File: config.mk
export PLATFORM = sky130hd
export DESIGN_NAME = ts_queue_sched
export DESIGN_NICKNAME = d
export VERILOG_FILES = /design/src/rtl/ts_queue_sched.sv
export SDC_FILE = /design/constraint.sdc
export NUM_CORES = 1
export LEC_CHECK = 0
export CAP_MARGIN = 0
export CORE_AREA = 4 4 264 266
export DETAILED_ROUTE_END_ITERATION = 16
export DIE_AREA = 0 0 268 270
export GPL_ROUTABILITY_DRIVEN = 0
export SKIP_LAST_GASP = 1
export SLEW_MARGIN = 30
export SYNTH_ARGS = -nofsm -noshare
export SYNTH_HDL_FRONTEND = slang
export SYNTH_SLANG_ARGS = --single-unit
File: constraint.sdc
create_clock -name clk -period 3.8 [get_ports clk]
set_input_delay 0.76 -clock clk [delete_from_list [all_inputs] [get_ports clk]]
set_output_delay 0.76 -clock clk [all_outputs]
set_load 0.05 [all_outputs]
File: src/rtl/ts_queue_sched.sv
// ts_queue_sched: strict-priority transmit scheduler over four show-ahead
// packet FIFOs (Q0/Q1 time-triggered, Q2 bandwidth-reserved, Q3 best-effort).
//
// state | meaning
// IDLE  | waiting for any eligible queue; lowest index wins
// READ  | draining the selected FIFO word by word, stalling while it is empty
// DONE  | last word on the output, packet-done pulse, back to IDLE
module ts_queue_sched #(
    parameter int DW        = 134,
    parameter int MAX_WORDS = 32
) (
    input  logic          clk,
    input  logic          rst_n,
    input  logic [3:0]    in_ts_schedule_valid,
    input  logic [3:0]    in_ts_fifo_empty,
    input  logic [DW-1:0] in_ts_q_data_0,
    input  logic [DW-1:0] in_ts_q_data_1,
    input  logic [DW-1:0] in_ts_q_data_2,
    input  logic [DW-1:0] in_ts_q_data_3,
    output logic [3:0]    out_ts_q_rden,
    output logic          out_ts_q2_rden,
    output logic [DW-1:0] out_ts_data,
    output logic          out_ts_data_wr,
    output logic [1:0]    out_ts_qsel,
    output logic          out_ts_pkt_valid,
    output logic          out_ts_err_trunc
);

    localparam int TAIL_BIT = DW - 2;

    typedef enum logic [1:0] {
        IDLE = 2'd0,
        READ = 2'd1,
        DONE = 2'd2
    } state_t;

    state_t        state_q, state_d;
    logic [1:0]    qsel_q, qsel_d;
    logic [7:0]    word_cnt_q, word_cnt_d;
    logic          first_flag_q, first_flag_d;
    logic [DW-1:0] data_q, data_d;
    logic          data_wr_q, data_wr_d;
    logic          pkt_valid_q, pkt_valid_d;
    logic          err_trunc_q, err_trunc_d;

    logic [DW-1:0] head_word;
    logic [3:0]    rden;
    logic          rd_cycle;
    logic          at_limit;

    // Head word of the selected queue and the read strobe for this cycle.
    always_comb begin
        case (qsel_q)
            2'd0:    head_word = in_ts_q_data_0;
            2'd1:    head_word = in_ts_q_data_1;
            2'd2:    head_word = in_ts_q_data_2;
            default: head_word = in_ts_q_data_3;
        endcase
        rd_cycle = (state_q == READ) && !in_ts_fifo_empty[qsel_q];
        rden     = rd_cycle ? (4'b0001 << qsel_q) : 4'b0000;
        at_limit = (word_cnt_q == 8'(MAX_WORDS - 1));
    end

    // Next-state and next-output computation for the scheduler FSM.
    always_comb begin
        state_d      = state_q;
        qsel_d       = qsel_q;
        word_cnt_d   = word_cnt_q;
        first_flag_d = first_flag_q;
        data_d       = data_q;
        data_wr_d    = 1'b0;
        pkt_valid_d  = 1'b0;
        err_trunc_d  = 1'b0;
        case (state_q)
            IDLE: begin
                if (|in_ts_schedule_valid) begin
                    if (in_ts_schedule_valid[0])      qsel_d = 2'd0;
                    else if (in_ts_schedule_valid[1]) qsel_d = 2'd1;
                    else if (in_ts_schedule_valid[2]) qsel_d = 2'd2;
                    else                              qsel_d = 2'd3;
                    first_flag_d = 1'b1;
                    word_cnt_d   = 8'd0;
                    state_d      = READ;
                end
            end
            READ: begin
                if (rd_cycle) begin
                    data_d       = head_word;
                    data_wr_d    = 1'b1;
                    word_cnt_d   = word_cnt_q + 8'd1;
                    first_flag_d = 1'b0;
                    if (head_word[TAIL_BIT] || at_limit) begin
                        state_d     = DONE;
                        pkt_valid_d = 1'b1;
                        if (!head_word[TAIL_BIT]) begin
                            // Truncated packet: mark the forwarded word as tail so
                            // the datapath still sees a closed frame.
                            data_d[TAIL_BIT] = 1'b1;
                            err_trunc_d      = 1'b1;
                        end
                    end
                end
            end
            DONE: begin
                state_d = IDLE;
            end
            default: begin
                state_d = IDLE;
            end
        endcase
    end

    // State and registered outputs.
    always_ff @(posedge clk or negedge rst_n) begin
        if (!rst_n) begin
            state_q      <= IDLE;
            qsel_q       <= 2'd0;
            word_cnt_q   <= 8'd0;
            first_flag_q <= 1'b0;
            data_q       <= '0;
            data_wr_q    <= 1'b0;
            pkt_valid_q  <= 1'b0;
            err_trunc_q  <= 1'b0;
        end else begin
            state_q      <= state_d;
            qsel_q       <= qsel_d;
            word_cnt_q   <= word_cnt_d;
            first_flag_q <= first_flag_d;
            data_q       <= data_d;
            data_wr_q    <= data_wr_d;
            pkt_valid_q  <= pkt_valid_d;
            err_trunc_q  <= err_trunc_d;
        end
    end

    assign out_ts_q_rden    = rden;
    assign out_ts_q2_rden   = rden[2] && first_flag_q;
    assign out_ts_data      = data_q;
    assign out_ts_data_wr   = data_wr_q;
    assign out_ts_qsel      = qsel_q;
    assign out_ts_pkt_valid = pkt_valid_q;
    assign out_ts_err_trunc = err_trunc_q;

endmodule

# ---- After elaboration in Yosys (flattened, before gate mapping)
# Cells that the tools add are included.
dict set report word_totals {
  regBits 150
}
dict set report op_classes {
  n_addsub 1
  n_reduce_logical 12
  eq_ne 7
  magnitude_cmp 1
  n_mux 27
  shifts 1
}
# operator n
set op_table {}
lappend op_table {{one-hot mux 134 bit (3 select lines)} 1}
lappend op_table {{2-to-1 mux 8 bit} 2}
lappend op_table {{one-hot mux 8 bit (2 select lines)} 1}
lappend op_table {{2-to-1 mux 1 bit} 14}
lappend op_table {{2-to-1 mux 2 bit} 5}
lappend op_table {{adder 8 x 1 -> 8 bit (second input constant)} 1}
lappend op_table {{== test 8 x 5 -> 1 bit (second input constant)} 1}
lappend op_table {{AND reduction 3 bit} 2}
lappend op_table {{== test 2 x 1 -> 1 bit (second input constant)} 2}
lappend op_table {{logical NOT 2 bit} 2}
lappend op_table {{2-to-1 mux 4 bit} 1}
lappend op_table {{inequality test 2 bit (second input constant)} 2}
lappend op_table {{one-hot mux 2 bit (2 select lines)} 1}
lappend op_table {{AND reduction 2 bit} 2}
lappend op_table {{OR reduction 4 bit} 1}
lappend op_table {{left shift 1 x 2 -> 4 bit (first input constant)} 1}
lappend op_table {{< comparator 2 x 3 -> 1 bit (second input constant)} 1}
lappend op_table {{binary-select mux 1 bit (select 2 bit)} 1}
lappend op_table {{== test 2 bit (second input constant)} 1}
lappend op_table {{logical AND 1 bit} 2}
lappend op_table {{inequality test 2 x 1 -> 1 bit (second input constant)} 1}
lappend op_table {{one-hot mux 1 bit (2 select lines)} 1}
lappend op_table {{nonzero test 2 bit} 1}
lappend op_table {{logical NOT 1 bit} 1}
lappend op_table {{logical OR 1 bit} 1}

# ---- Depth between registers and ports, before layout
dict set report logic_depth {
  depth_word 6
  depth_mapped 8
  ltp_nobuf 5
}

# ---- Least setup slack after synthesis
# OpenSTA, ideal clock, no wires.
dict set report synth_timing {
  path_type {reg2out}
  startpoint {register qsel_q[1], in the netlist out_ts_qsel[1]}
  endpoint {output port out_ts_q_rden[0]}
  t_arrival_ps 2753
  required_ps 3040
  path_stages_with_launch 5
  n_path_buf 3
  path_slack_ps 287
  path_cell_list {dfrtp_1 buf_2 buf_2 buf_2 nor4_1}
}
dict set report synth_via {
  elab_chain_len 5
}
# item line_no
set synth_lines {}
lappend synth_lines {{from (decl)} 38} ;# logic [1:0] qsel_q, qsel_d;
lappend synth_lines {{from (signal assigned)} 126} ;# qsel_q <= qsel_d;
lappend synth_lines {{binary-select mux 1 bit (select 2 bit)} 59} ;# rd_cycle = (state_q == READ) && !in_ts_fifo_empty[qsel_q];
lappend synth_lines {{2-to-1 mux 1 bit (not written as such)} 59}
lappend synth_lines {{logical NOT 1 bit} 59}
lappend synth_lines {{logical AND 1 bit} 59}
lappend synth_lines {{2-to-1 mux 4 bit (*)} 60} ;# rden = rd_cycle ? (4'b0001 << qsel_q) : 4'b0000;
lappend synth_lines {{to (decl)} 20} ;# output logic [3:0] out_ts_q_rden,
# Mark *: on every way between the ends. The rest lies on a longest branch, timed or not. The select of a mux whose other input is x is not followed.

# ---- Final worst setup path
dict set report layout_timing {
  startpoint {register qsel_q[0], in the netlist out_ts_qsel[0]}
  endpoint {output port out_ts_q_rden[3]}
}
# The elaborated chain is that of the path after synthesis.

==> impl_metrics.yaml <==
sta:
  finalCritPeriodShare_pct: 86.3
  fin_ws_ns: 0.520
  hold_viol: 0
  maxSlewViolCount: 0
  rsz0062_at_grt: "no"
  finClkSkew_ns: 0.00900
  maxSlewHeadroom_pct: 39.9
  setup_viol: 0
  min_period_ns: 3.28
  worst_slew_pin_slew_ns: 0.902
  fmax_mhz: 305
  setup_tns_ns: 0
die:
  num_rows: 95
  design.core.area_mm2: 0.0670
  initial_core_util_pct: 13.5
  fp.dieW_um: 268
  dieArea_mm2: 0.0724
  io_pins: 690
  die_h_um: 270
setup_path:
  slowest_stage: "clkdlybuf4s50_1"
  critPathBufInv: 2
  crit_path_max_incr_delay_ns: 0.82
  critical_path.max_fanout: 9
  crit_path_end: "out_ts_q_rden[3]"
  crit_cells: 4
  arrival_ns: 2.52
  required_ns: 3.04
  r2r_slack_ns: 1.31
  r2r_end: "out_ts_data[31]"
  crit_start: "out_ts_qsel[0]"
  worstPathCellList: "buf_4 > mux2i_4 > and3_1 > clkdlybuf4s50_1"
  endpoint_kind: "output port"
  crit_type: "reg -> out"
  critPathTopFamily: "buffers and inverters"
  start_kind: "flip-flop"
  r2r-start: "out_ts_qsel[0]"
  rr_worst_depth: 7
synthesis:
  ys_ff_latch: 150
  synth_cell_types: 38
  syn_avg_cell_area_um2: 11.1
  synth_top_family_by_area: "multiplexers"
  synthXorXnorAreaFrac_pct: 0
  yosys_warnings: 0
  synth_adder_area_share_pct: 0.138
  synth_seq_area_share_pct: 41.5
  synth_cells: 813
  synthSimpleGateAreaFrac_pct: 19.1
  synth-compound-area-share_pct: 1.34
  syn_nets: 1360
  synthMuxAreaShare_pct: 34.2
  syn_area_mm2: 0.00904
power:
  power.total_mw: 13.6
  powerDensity_mw_per_mm2: 783
  leakage_nw: 7.01
  ir_drop_uv: 408
clocking:
  cts_root_buf: "clkbuf_16"
  cts_buffers: 17
  cts_tree: "done"
  cts_setup_buffers: 0
  numClockSinks: 150
  cts_resized: 0
  clkSlewWorstSetupHoldPaths_ns: 0.06
  clockBufferDepth: 2
  cts-hold-fix-buffers: 0
  clkLatencyLatePin_ns: 0.45
  htree_levels: 4
global_route:
  grt_max_degree: 135
  grt_pass1_vias: 9982
  track_usage_pct: 11.3
  antenna_found_initial: 3
  grt_remaining_overflow: 0
  grt_pass1_wl_um: 60900
hold_path:
  min_path_type: "in -> async"
route:
  via_per_inst: 3.86
  vias: 9091
  wl_um: 42300
  drc: 0
  route.antenna.remaining_nets: 0
  wl_per_cell_um: 18.0
  drtPass1Iterations: 4
  drt-initial-drc-count: 455
layout:
  synthToLayoutAreaGrowth_pct: 92.6
  final.fill_count: 7061
  antennaDiodeCount: 0
  utilization_pct: 26.0
  nets: 2016
  drive_gt1_share_pct: 12.5
placement:
  port_buffers: 689
  post-dp-hpwl_um: 34700
  dp_slack_ns: 0.625
status:
  outcome: "completed"
run:
  maxCapViolCount: 0
[through the flow]
stage	cell area [µm²]	hold slack [ns]	instances
after floorplan	9040	0.439	813
after global placement	16900	0.448	2323
after detailed placement	16900	0.455	2323
after CTS	17400	0.178	2353
after global routing	17400	0.201	2353
final	17400	0.218	2353
[layout by cell type (no fill, tap or decap), drive strengths merged, types with 2 or more instances in the layout]
cell type | synthesis | layout
o21ai | 2 | 2
clkbuf | 13 | 20
bufinv | 0 | 2
clkinv | 0 | 8
nand2 | 410 | 410
nand2b | 3 | 3
and3 | 2 | 2
nand3 | 5 | 5
a21oi | 5 | 5
nor2 | 7 | 7
or3 | 3 | 3
buf | 50 | 14
o311ai | 2 | 2
clkdlybuf4s50 | 0 | 686
mux4 | 135 | 135
and2 | 2 | 2
nor3b | 3 | 3
o31ai | 2 | 2
mux2i | 4 | 4
nor4 | 2 | 2
dfrtp | 150 | 150
[worst register-to-register path: stages (launching register included)]
cell and delay (ns):
dfrtp_4 0.56, buf_4 0.23, mux2i_4 0.21, a22oi_2 0.61, inv_4 0.04, buf_4 0.33, nand2_1 0.33, nand2_1 0.06
[synthesized netlist by cell type]
master	count	area (µm²)
and3b_1	1	8.76
buf_6	2	22.5
or4_1	1	7.51
o21bai_1	1	7.51
o31ai_1	2	15.0
clkbuf_1	12	45.0
nor4_1	2	12.5
a22oi_2	1	12.5
inv_1	1	3.75
o21ba_2	1	10.0
o41ai_1	1	8.76
nor3b_1	2	15.0
o311ai_0	1	8.76
o21ai_0	2	10.0
a21oi_1	5	25.0
mux2i_4	1	22.5
buf_1	12	45.0
nor2_1	7	26.3
o211ai_1	1	7.51
mux4_2	135	3040
mux2i_1	3	30.0
and2_1	2	12.5
ha_1	1	12.5
nand3_1	5	25.0
or3_1	3	18.8
o311ai_1	1	8.76
nor3b_2	1	12.5
buf_2	23	115
o21a_1	1	7.51
clkbuf_2	1	5.00
and3_1	2	12.5
nand2_1	410	1540
dfrtp_1	150	3750
nand4_1	1	6.26
buf_4	13	97.6
nor2b_1	1	6.26
nor4b_1	1	8.76
nand2b_1	3	18.8
[cell type report]
| cell class | instances | area [µm²] | area share, % |
|---|---|---|---|
| Timing Repair Buffer | 700 | 7040 | 40.4 |
| Multi-Input combinational cell | 599 | 4960 | 28.5 |
| Sequential cell | 150 | 3760 | 21.6 |
| Inverter | 1 | 6.26 | 0.0359 |
| Tap cell | 873 | 1090 | 6.27 |
| Clock inverter | 10 | 108 | 0.618 |
| Clock buffer | 20 | 457 | 2.62 |
[logic make-up (layout without fill, tap and decap cells)]
group	after synthesis	count (layout)
mux	139	139
compound gates	17	17
flops	150	150
buf+inv	64	731
simple gates	442	442
fa+ha+maj	1	1
[sequential cells by signal, summed over array words and instances (netlist names)]
name	count
out_ts_data	134
word_cnt_q	8
out_ts_qsel	2
state_q	2
first_flag_q	1
out_ts_data_wr	1
out_ts_err_trunc	1
out_ts_pkt_valid	1
[layer usage]
metal	vias up	wire length, µm	global-route usage [%]
li1	4169	-	-
met1	4424	15500	12.0
met2	443	22000	20.5
met3	55	3300	3.29
met4	0	1470	4.92
met5	-	0	0
[power by group]
| group | switching, mW | internal (mW) | total, mW | leakage (nW) |
|---|---|---|---|---|
| Clock | 0.700 | 0.986 | 1.69 | 0.285 |
| Combinational | 5.54 | 3.55 | 9.09 | 4.87 |
| Sequential | 0.463 | 2.40 | 2.86 | 1.86 |
| Total | 6.70 | 6.94 | 13.6 | 7.01 |
[worst min-delay path by stage]
stage                            endpoint  depth (start not counted)            start
final                     out_ts_data[81]                          1            rst_n
after global routing      out_ts_data[81]                          1            rst_n
after CTS                 out_ts_data[81]                          1            rst_n
after detailed placement  out_ts_data[97]                          2  out_ts_data[97]
after global placement    out_ts_data[65]                          2  out_ts_data[65]
after floorplan              first_flag_q                          2     first_flag_q
(Power assumes the default switching activity.)
